==> src/rtl/rob_commit.sv <==
// rtl/rob_commit.sv - reorder buffer: tag allocation, operand resolution, dispatch, in-order commit (optional counters: ROB_PERF_EN)
module rob_commit #(
  parameter int ROB_ADD_W = 4,
  parameter int REG_ADD_W = 5,
  parameter int REG_DAT_W = 32,
  parameter int INS_OP_W  = 6
) (
  input  logic                 clk,
  input  logic                 rst,
  input  logic                 en,
  input  logic                 iIS_En,
  output logic [ROB_ADD_W-1:0] oRF_Qn,
  output logic                 oFull,
  input  logic                 iRF_En,
  input  logic [ROB_ADD_W-1:0] iRF_Qs1,
  input  logic [ROB_ADD_W-1:0] iRF_Qs2,
  input  logic [REG_DAT_W-1:0] iRF_Vs1,
  input  logic [REG_DAT_W-1:0] iRF_Vs2,
  input  logic [ROB_ADD_W-1:0] iRF_Qd,
  input  logic [REG_ADD_W-1:0] iRF_Rd,
  input  logic [INS_OP_W-1:0]  iRF_Op,
  input  logic [REG_DAT_W-1:0] iRF_Pc,
  input  logic [REG_DAT_W-1:0] iRF_Imm,
  input  logic                 iRF_Ils,
  output logic                 oRS_En,
  output logic [ROB_ADD_W-1:0] oRS_Qs1,
  output logic [ROB_ADD_W-1:0] oRS_Qs2,
  output logic [REG_DAT_W-1:0] oRS_Vs1,
  output logic [REG_DAT_W-1:0] oRS_Vs2,
  output logic [ROB_ADD_W-1:0] oRS_Qd,
  output logic [INS_OP_W-1:0]  oRS_Op,
  output logic [REG_DAT_W-1:0] oRS_Pc,
  output logic [REG_DAT_W-1:0] oRS_Imm,
  output logic                 oRS_Ils,
  input  logic                 iEX_En,
  input  logic [ROB_ADD_W-1:0] iEX_Q,
  input  logic [REG_DAT_W-1:0] iEX_V,
  input  logic                 iEX_Mp,
  input  logic [REG_DAT_W-1:0] iEX_Pc,
  output logic                 oRF_En,
  output logic [REG_ADD_W-1:0] oRF_Rd,
  output logic [ROB_ADD_W-1:0] oRF_Qd,
  output logic [REG_DAT_W-1:0] oRF_Vd,
  output logic                 oMp,
  output logic [REG_DAT_W-1:0] oMpPc,
  output logic [31:0]          oPerf_Commit,
  output logic [31:0]          oPerf_Mp
);
  localparam int N = 1 << ROB_ADD_W;
  localparam logic [ROB_ADD_W-1:0] TAG_ONE = ROB_ADD_W'(1);
  localparam logic [ROB_ADD_W-1:0] TAG_MAX = ROB_ADD_W'(N - 1);

  logic [ROB_ADD_W-1:0] head, tail, count;
  logic [N-1:0]         slot_valid, slot_ready, slot_mp;
  logic [REG_ADD_W-1:0] slot_rd  [N];
  logic [REG_DAT_W-1:0] slot_val [N];
  logic [REG_DAT_W-1:0] slot_pc  [N];

  logic                 blk, commit, flush, reserve, fill, wb;
  logic [ROB_ADD_W-1:0] s1_q, s2_q;
  logic [REG_DAT_W-1:0] s1_v, s2_v;

  // tag 0 means "no dependency", so the ring skips it
  function automatic logic [ROB_ADD_W-1:0] nxt(input logic [ROB_ADD_W-1:0] t);
    return (t == TAG_MAX) ? TAG_ONE : t + TAG_ONE;
  endfunction

  // first matching source wins: just-committed, ready slot, same-cycle result
  function automatic logic [ROB_ADD_W+REG_DAT_W-1:0] resolve(
      input logic [ROB_ADD_W-1:0] q, input logic [REG_DAT_W-1:0] v,
      input logic rdy, input logic [REG_DAT_W-1:0] sv,
      input logic lc_en, input logic [ROB_ADD_W-1:0] lc_q, input logic [REG_DAT_W-1:0] lc_v,
      input logic ex_en, input logic [ROB_ADD_W-1:0] ex_q, input logic [REG_DAT_W-1:0] ex_v);
    if (q == '0) return {q, v};
    if (lc_en && lc_q == q) return {{ROB_ADD_W{1'b0}}, lc_v};
    if (rdy) return {{ROB_ADD_W{1'b0}}, sv};
    if (ex_en && ex_q == q) return {{ROB_ADD_W{1'b0}}, ex_v};
    return {q, v};
  endfunction

  assign oRF_Qn = tail;
  assign oFull  = (count == TAG_MAX);

  // per-cycle decisions; the flush cycle blocks all incoming traffic
  always_comb begin
    blk     = oMp;
    commit  = slot_valid[head] & slot_ready[head];
    flush   = commit & slot_mp[head];
    reserve = iIS_En & ~oFull & ~blk;
    fill    = iRF_En & ~blk;
    wb      = iEX_En & ~blk & slot_valid[iEX_Q];
    {s1_q, s1_v} = resolve(iRF_Qs1, iRF_Vs1, slot_ready[iRF_Qs1], slot_val[iRF_Qs1],
                           oRF_En, oRF_Qd, oRF_Vd, iEX_En, iEX_Q, iEX_V);
    {s2_q, s2_v} = resolve(iRF_Qs2, iRF_Vs2, slot_ready[iRF_Qs2], slot_val[iRF_Qs2],
                           oRF_En, oRF_Qd, oRF_Vd, iEX_En, iEX_Q, iEX_V);
  end

  // pointers, slot status, dispatch and commit registers
  always_ff @(posedge clk or negedge rst) begin
    if (!rst) begin
      head <= TAG_ONE; tail <= TAG_ONE; count <= '0;
      slot_valid <= '0; slot_ready <= '0; slot_mp <= '0;
      oRS_En <= 1'b0; oRS_Qs1 <= '0; oRS_Qs2 <= '0; oRS_Vs1 <= '0; oRS_Vs2 <= '0;
      oRS_Qd <= '0; oRS_Op <= '0; oRS_Pc <= '0; oRS_Imm <= '0; oRS_Ils <= 1'b0;
      oRF_En <= 1'b0; oRF_Rd <= '0; oRF_Qd <= '0; oRF_Vd <= '0;
      oMp <= 1'b0; oMpPc <= '0;
    end else if (en) begin
      oRS_En <= fill;
      oRF_En <= commit;
      oMp    <= flush;
      if (fill) begin
        oRS_Qs1 <= s1_q; oRS_Vs1 <= s1_v; oRS_Qs2 <= s2_q; oRS_Vs2 <= s2_v;
        oRS_Qd <= iRF_Qd; oRS_Op <= iRF_Op; oRS_Pc <= iRF_Pc;
        oRS_Imm <= iRF_Imm; oRS_Ils <= iRF_Ils;
        slot_valid[iRF_Qd] <= 1'b1; slot_ready[iRF_Qd] <= 1'b0; slot_mp[iRF_Qd] <= 1'b0;
      end
      if (wb) begin
        slot_ready[iEX_Q] <= 1'b1; slot_mp[iEX_Q] <= iEX_Mp;
      end
      if (reserve) tail <= nxt(tail);
      count <= count + ROB_ADD_W'(reserve) - ROB_ADD_W'(commit);
      if (commit) begin
        oRF_Rd <= slot_rd[head]; oRF_Qd <= head; oRF_Vd <= slot_val[head];
        head <= nxt(head);
        slot_valid[head] <= 1'b0; slot_ready[head] <= 1'b0;
      end
      if (flush) begin
        oMpPc <= slot_pc[head];
        head <= TAG_ONE; tail <= TAG_ONE; count <= '0;
        slot_valid <= '0; slot_ready <= '0;
      end
    end else begin
      oRS_En <= 1'b0; oRF_En <= 1'b0; oMp <= 1'b0;
    end
  end

  // slot payload; only meaningful while the status bits say so
  always_ff @(posedge clk) begin
    if (en) begin
      if (fill) begin
        slot_rd[iRF_Qd] <= iRF_Rd;
        slot_pc[iRF_Qd] <= '0;
      end
      if (wb) begin
        slot_val[iEX_Q] <= iEX_V;
        slot_pc[iEX_Q]  <= iEX_Pc;
      end
    end
  end

`ifdef ROB_PERF_EN
  // commit and flush counters, survive flushes
  always_ff @(posedge clk or negedge rst) begin
    if (!rst) begin
      oPerf_Commit <= '0; oPerf_Mp <= '0;
    end else if (en) begin
      if (commit) oPerf_Commit <= oPerf_Commit + 32'd1;
      if (flush)  oPerf_Mp <= oPerf_Mp + 32'd1;
    end
  end
`else
  assign oPerf_Commit = '0;
  assign oPerf_Mp     = '0;
`endif

endmodule
==> config.mk <==
export PLATFORM = sky130hd
export DESIGN_NAME = rob_commit
export DESIGN_NICKNAME = d
export VERILOG_FILES = /design/src/rtl/rob_commit.sv
export SDC_FILE = /design/constraint.sdc
export NUM_CORES = 2
export LEC_CHECK = 0
export CORE_ASPECT_RATIO = 0.75
export CORE_MARGIN = 5
export CORE_UTILIZATION = 41
export CTS_CLUSTER_DIAMETER = 40
export DETAILED_ROUTE_END_ITERATION = 6
export GPL_TIMING_DRIVEN = 1
export PLACE_DENSITY = 0.63
export SLEW_MARGIN = 0
export SYNTH_ARGS = -nofsm -noshare
export SYNTH_HDL_FRONTEND = slang
export SYNTH_SLANG_ARGS = --single-unit
==> constraint.sdc <==
create_clock -name clk -period 5 [get_ports clk]
set_input_delay 1 -clock clk [delete_from_list [all_inputs] [get_ports clk]]
set_output_delay 1 -clock clk [all_outputs]
set_load 0.02 [all_outputs]
# Word-level counts from Yosys, hierarchy flattened
# Memories as Yosys holds them, arrays and structs flattened. A register that Yosys moved wholly into a read port is not among the register bits.
# Cells that the tools add are included.
# W data, S select, Z words.
[classes]
addsub = 4
n_lt_le_gt_ge = 8
n_eq_ne = 7
muxes = 84
n_bitwise = 17
reduce_logical = 19
[ops]
columns = ["cell", "count"]
rows = [
  ["$mux W36", 16],
  ["$mux W16", 13],
  ["$and A16 B16 Y16", 4],
  ["$mux W1", 38],
  ["$not A16 Y16", 2],
  ["$or A16 B16 Y16", 2],
  ["$mux W4", 7],
  ["$lt A4 B5 Y1 const B", 5],
  ["$bmux W1 S4", 6],
  ["$bwmux W16", 1],
  ["$eq A4 B4 Y1", 4],
  ["$demux W1 S4", 3],
  ["$eq A4 B4 Y1 const B", 3],
  ["$ge A4 B1 Y1 const B", 3],
  ["$reduce_and A2 Y1", 5],
  ["$add A4 B1 Y4 const B", 2],
  ["$logic_not A4 Y1", 2],
  ["$and A1 B1 Y1", 7],
  ["$logic_and A1 B1 Y1", 7],
  ["$add A4 B1 Y4", 1],
  ["$reduce_bool A2 Y1", 2],
  ["$sub A4 B1 Y4", 1],
  ["$logic_not A1 Y1", 3],
  ["$not A1 Y1", 2],
]
[totals]
reg_bits = 214
ram_bits = 1104
inputBits = 227
out_inout_bits = 292
elab_cells = 161
mem_count = 3
[memory_table]
columns = ["name", "depth", "word_bits", "rd", "rd_ports_with_merged_regs", "write_ports", "line_no", "source"]
rows = [
  ["slot_pc", 16, 32, 1, 1, 2, "57", "logic [REG_DAT_W-1:0] slot_pc [N];"],
  ["slot_val", 16, 32, 3, 1, 1, "56", "logic [REG_DAT_W-1:0] slot_val [N];"],
  ["slot_rd", 16, 5, 1, 1, 1, "55", "logic [REG_ADD_W-1:0] slot_rd [N];"],
]

# Logic depth before layout (Yosys ltp)
[logic_depth]
word_depth = 14
depth_mapped = 14

# Least setup slack after synthesis
# Ideal clock, no wire load.
[synth_path]
path_type = "input -> register"
from = "input port iEX_Q[1]"
to = "memory slot_pc[10][0], enable pin"
setup_ns = 0.466
arrival_ns = 4.163
required_ns = 4.534
slack_ns = 0.371
path_stages = 5
path_cell_list = "clkbuf_1 -> mux4_2 -> and3b_1 -> nand2_1 -> o21ai_0"
[synth_rtl]
columns = ["item", "line_no", "source"]
rows = [
  ["from (decl)", "36", "input logic [ROB_ADD_W-1:0] iEX_Q,"],
  ["to (decl)", "57", ""],
]

# Worst setup path in the final report
[layout_path]
from = "register head[1]"
to = "register count[2]"
[layout_between]
elab_chain_len = 5
[layout_rtl]
columns = ["item", "line_no", "source"]
rows = [
  ["from (decl)", "53", "logic [ROB_ADD_W-1:0] head, tail, count;"],
  ["from (signal assigned)", "124", "head <= nxt(head);"],
  ["$bmux W1 S4", "87", "commit = slot_valid[head] & slot_ready[head];"],
  ["$mux W1 (implied by the code)", "87", ""],
  ["$and A1 B1 Y1", "87", ""],
  ["$sub A4 B1 Y4 / $and A1 B1 Y1 (equally long branches)", "121, 88", ""],
  ["$mux W4 *", "127", "if (flush) begin"],
  ["to (signal assigned)", "121", "count <= count + ROB_ADD_W'(reserve) - ROB_ADD_W'(commit);"],
  ["to (decl)", "53", ""],
]
# Mark *: on every way between the ends. The rest lies on a longest branch, timed or not. The select of a mux whose other input is x is not followed.
# A chain may end at the register's enable or synchronous reset.

==> results.json <==
{
  "required_ns": 5.70,
  "rsz0062_at_grt": "no",
  "tns_ns": 0,
  "met1_usage_pct": 34.4,
  "switching_share_pct": 32.8,
  "maxSlewHeadroom_pct": 19.7,
  "num-nets-final": 5126,
  "hold_path_class": "in -> async",
  "drive_above_1_share_pct": 24.5,
  "grt_max_degree": 161,
  "drc": 0,
  "io_buffer_count": 454,
  "p_total_mw": 39.0,
  "syn_area_per_cell_um2": 15.4,
  "dp_slack_ns": 0.539,
  "path_max_fanout": 25,
  "endpoint_kind": "register",
  "grt_pass1_wl_mm": 323,
  "worst_pin_slew_ns": 1.20,
  "insertion_delay_ns": 0.82,
  "yosysSeqAreaShare_pct": 58.2,
  "peakVddDrop_uv": 499,
  "cp-start-kind": "register",
  "clkPwrFrac_pct": 33.7,
  "gr-usage-met2_pct": 37.0,
  "final_common_cell": "edfxtp_1",
  "grt_antenna_before_repair": 22,
  "setup.worst_path.class": "reg -> reg",
  "fp.dieH_um": 366,
  "coreArea_um2": 168000,
  "grt-ovfl-total": 0,
  "htreeDepth": 4,
  "rows": 130,
  "synth_top_area_share_pct": 47.9,
  "cts_buffers": 180,
  "dieArea_um2": 177000,
  "grt_usage_pct": 24.6,
  "ant_nets": 0,
  "firstDrtPassIters": 6,
  "p_leak_nw": 28.6,
  "final_hold_viol_count": 0,
  "cts_max_path_buffers": 3,
  "synth_flop_cell": "edfxtp_1",
  "start_util_pct": 41.3,
  "critPathArrivalTime_ns": 4.93,
  "powerDensity_nw_per_um2": 471,
  "timing.fmax_ghz": 0.236,
  "report.final.slew_viol_count": 0,
  "ios": 519,
  "synth.distinct_cells": 69,
  "busiest_layer": "met2",
  "postCtsHoldBufs": 0,
  "post_cts_resize_count": 0,
  "wire_per_inst_um": 30.4,
  "grt_pass1_vias": 45100,
  "layout_setup_ws_ns": 0.771,
  "cts_tree": "yes",
  "dpl.hpwl_mm": 131,
  "via_per_inst": 6.10,
  "via_count": 44500,
  "synth_edf_count": 1104,
  "grt_use_met3_pct": 6.73,
  "seq_power_share_pct": 36.8,
  "skew_ns": 0.0448,
  "routed_wl_mm": 222,
  "combPwrFrac_pct": 29.4,
  "final_cell_mix": "edfxtp_1 (1,104), mux4_2 (620), and2_1 (516)",
  "post_cts_buffers": 0,
  "ys_top_cells_by_area": "edfxtp_1 (48%), mux4_2 (20%), dfrtp_1 (10%)",
  "p_int_mw": 26.2,
  "area_delta_synth_final_pct": 19.5,
  "netlist_area_um2": 69200,
  "synth_warnings": 0,
  "die_w_um": 484,
  "gp_congestion": 0.896,
  "status": "complete, no violations",
  "async_flop_share_pct": 20.4,
  "power_switching_mw": 12.8,
  "synthCells": 4500,
  "cts.clk_slew.worst_paths_ns": 0.06,
  "setup_viol": 0,
  "synth_seq_cells": 1387,
  "clkSinkCount": 1387,
  "synth_top_cell_by_area": "edfxtp_1",
  "nFillCells": 13900,
  "root_buffer": "clkbuf_16",
  "final_cell_area_um2": 82700,
  "place_area_um2": 76600,
  "drt-initial-drc-count": 4933,
  "post-route-period-util_pct": 84.6,
  "cap_violations": 0,
  "period_needed_ns": 4.23
}
## power groups by stage
| stage | combinational (mW) | clock (mW) | sequential, mW |
|---|---|---|---|
| floorplan | 6.62 | 0 | 14.8 |
| global placement | 11.4 | 0 | 14.5 |
| detailed placement | 11.5 | 0 | 14.5 |
| CTS | 11.5 | 13.4 | 14.3 |
| global route | 12.1 | 13.9 | 14.4 |
| finish | 11.5 | 13.2 | 14.4 |
## critical path, cell delays in order (launching register included)
cell	delay [ns]
dfrtp_4	0.52
buf_4	0.42
mux4_2	0.55
mux2i_1	0.22
nor3_2	0.12
nor2_1	0.60
inv_1	0.32
ha_1	0.36
inv_1	0.04
ha_1	0.20
fa_1	0.41
xor2_1	0.17
nand2_1	0.07
o22ai_1	0.15
## layout make-up
| type | instances | area (µm²) | area share [%] |
|---|---|---|---|
| flip-flops and latches | 1387 | 40300 | 48.7 |
| multi-input cells | 2690 | 27300 | 33.0 |
| repair buffers | 593 | 6090 | 7.36 |
| clock buffers | 214 | 4700 | 5.69 |
| well taps | 2244 | 2810 | 3.39 |
| clock inverters | 124 | 1420 | 1.72 |
| inverters | 36 | 138 | 0.166 |
| diodes | 10 | 25.0 | 0.0303 |
## registers in the layout, indices dropped and copies added (netlist names), 32 cells and up
register and count:
oRF_Vd 32, slot_pc 512, slot_val 512, slot_rd 80, oRS_Vs2 32, oRS_Pc 32
oRS_Vs1 32, oMpPc 32, oRS_Imm 32
## per-layer routing
layer	part of all wire (%)	up-vias
met5	0.036	-
met4	3.7	12
met3	11	458
met2	45	2719
met1	40	23100
li1	-	18300
## synth_stat cells, drive strengths merged, types with 67 or more instances
master,n
or3,67
nand2,413
nor2b,101
clkbuf,223
dfrtp,281
mux4,620
mux2i,82
and2,517
nor2,208
buf,227
edfxtp,1104
a211oi,160
## stage by stage
step           hold WS (ns)  utilization, %  cells
2_1_floorplan         0.459               -   4563
3_3_place_gp          0.456            45.7   6950
3_5_place_dp          0.461            45.7   6950
4_1_cts               0.230            49.3   7288
5_1_grt               0.263            49.3   7295
6_report              0.227            49.3   7298
## worst paths after layout
kind / from / endpoint / slack (ns) / cells past startpoint
setup / recovery: head[1]$_DFFE_PN0P_ / count[2]$_DFFE_PN0P_ / 0.77 / 13
hold / removal: rst / oMpPc[31]$_DFFE_PN0P_ / 0.23 / 1
setup reg to reg: head[1]$_DFFE_PN0P_ / count[2]$_DFFE_PN0P_ / 0.77 / 13
hold reg to reg: oRS_Pc[24]$_DFFE_PN0P_ / oRS_Pc[24]$_DFFE_PN0P_ / 0.47 / 2
max in group asynchronous: rst / oRF_Vd[25]$_DFFE_PN0P_ / 3.70 / 2
min in group clk: oRS_Pc[24]$_DFFE_PN0P_ / oRS_Pc[24]$_DFFE_PN0P_ / 0.47 / 2
## cells by family (layout without fill, tap and decap cells)
group	Yosys count	in the layout	share of synthesized area (%)
simple gates	1363	1363	10.1
other cells	1	74	0.00542
fa+ha+maj	11	11	0.210
xor+xnor	18	18	0.228
mux	768	768	22.4
flops	1387	1387	58.2
buf+inv	486	967	3.35
compound gates	466	466	5.48
No activity file was read; power rests on OpenSTA's default activity.
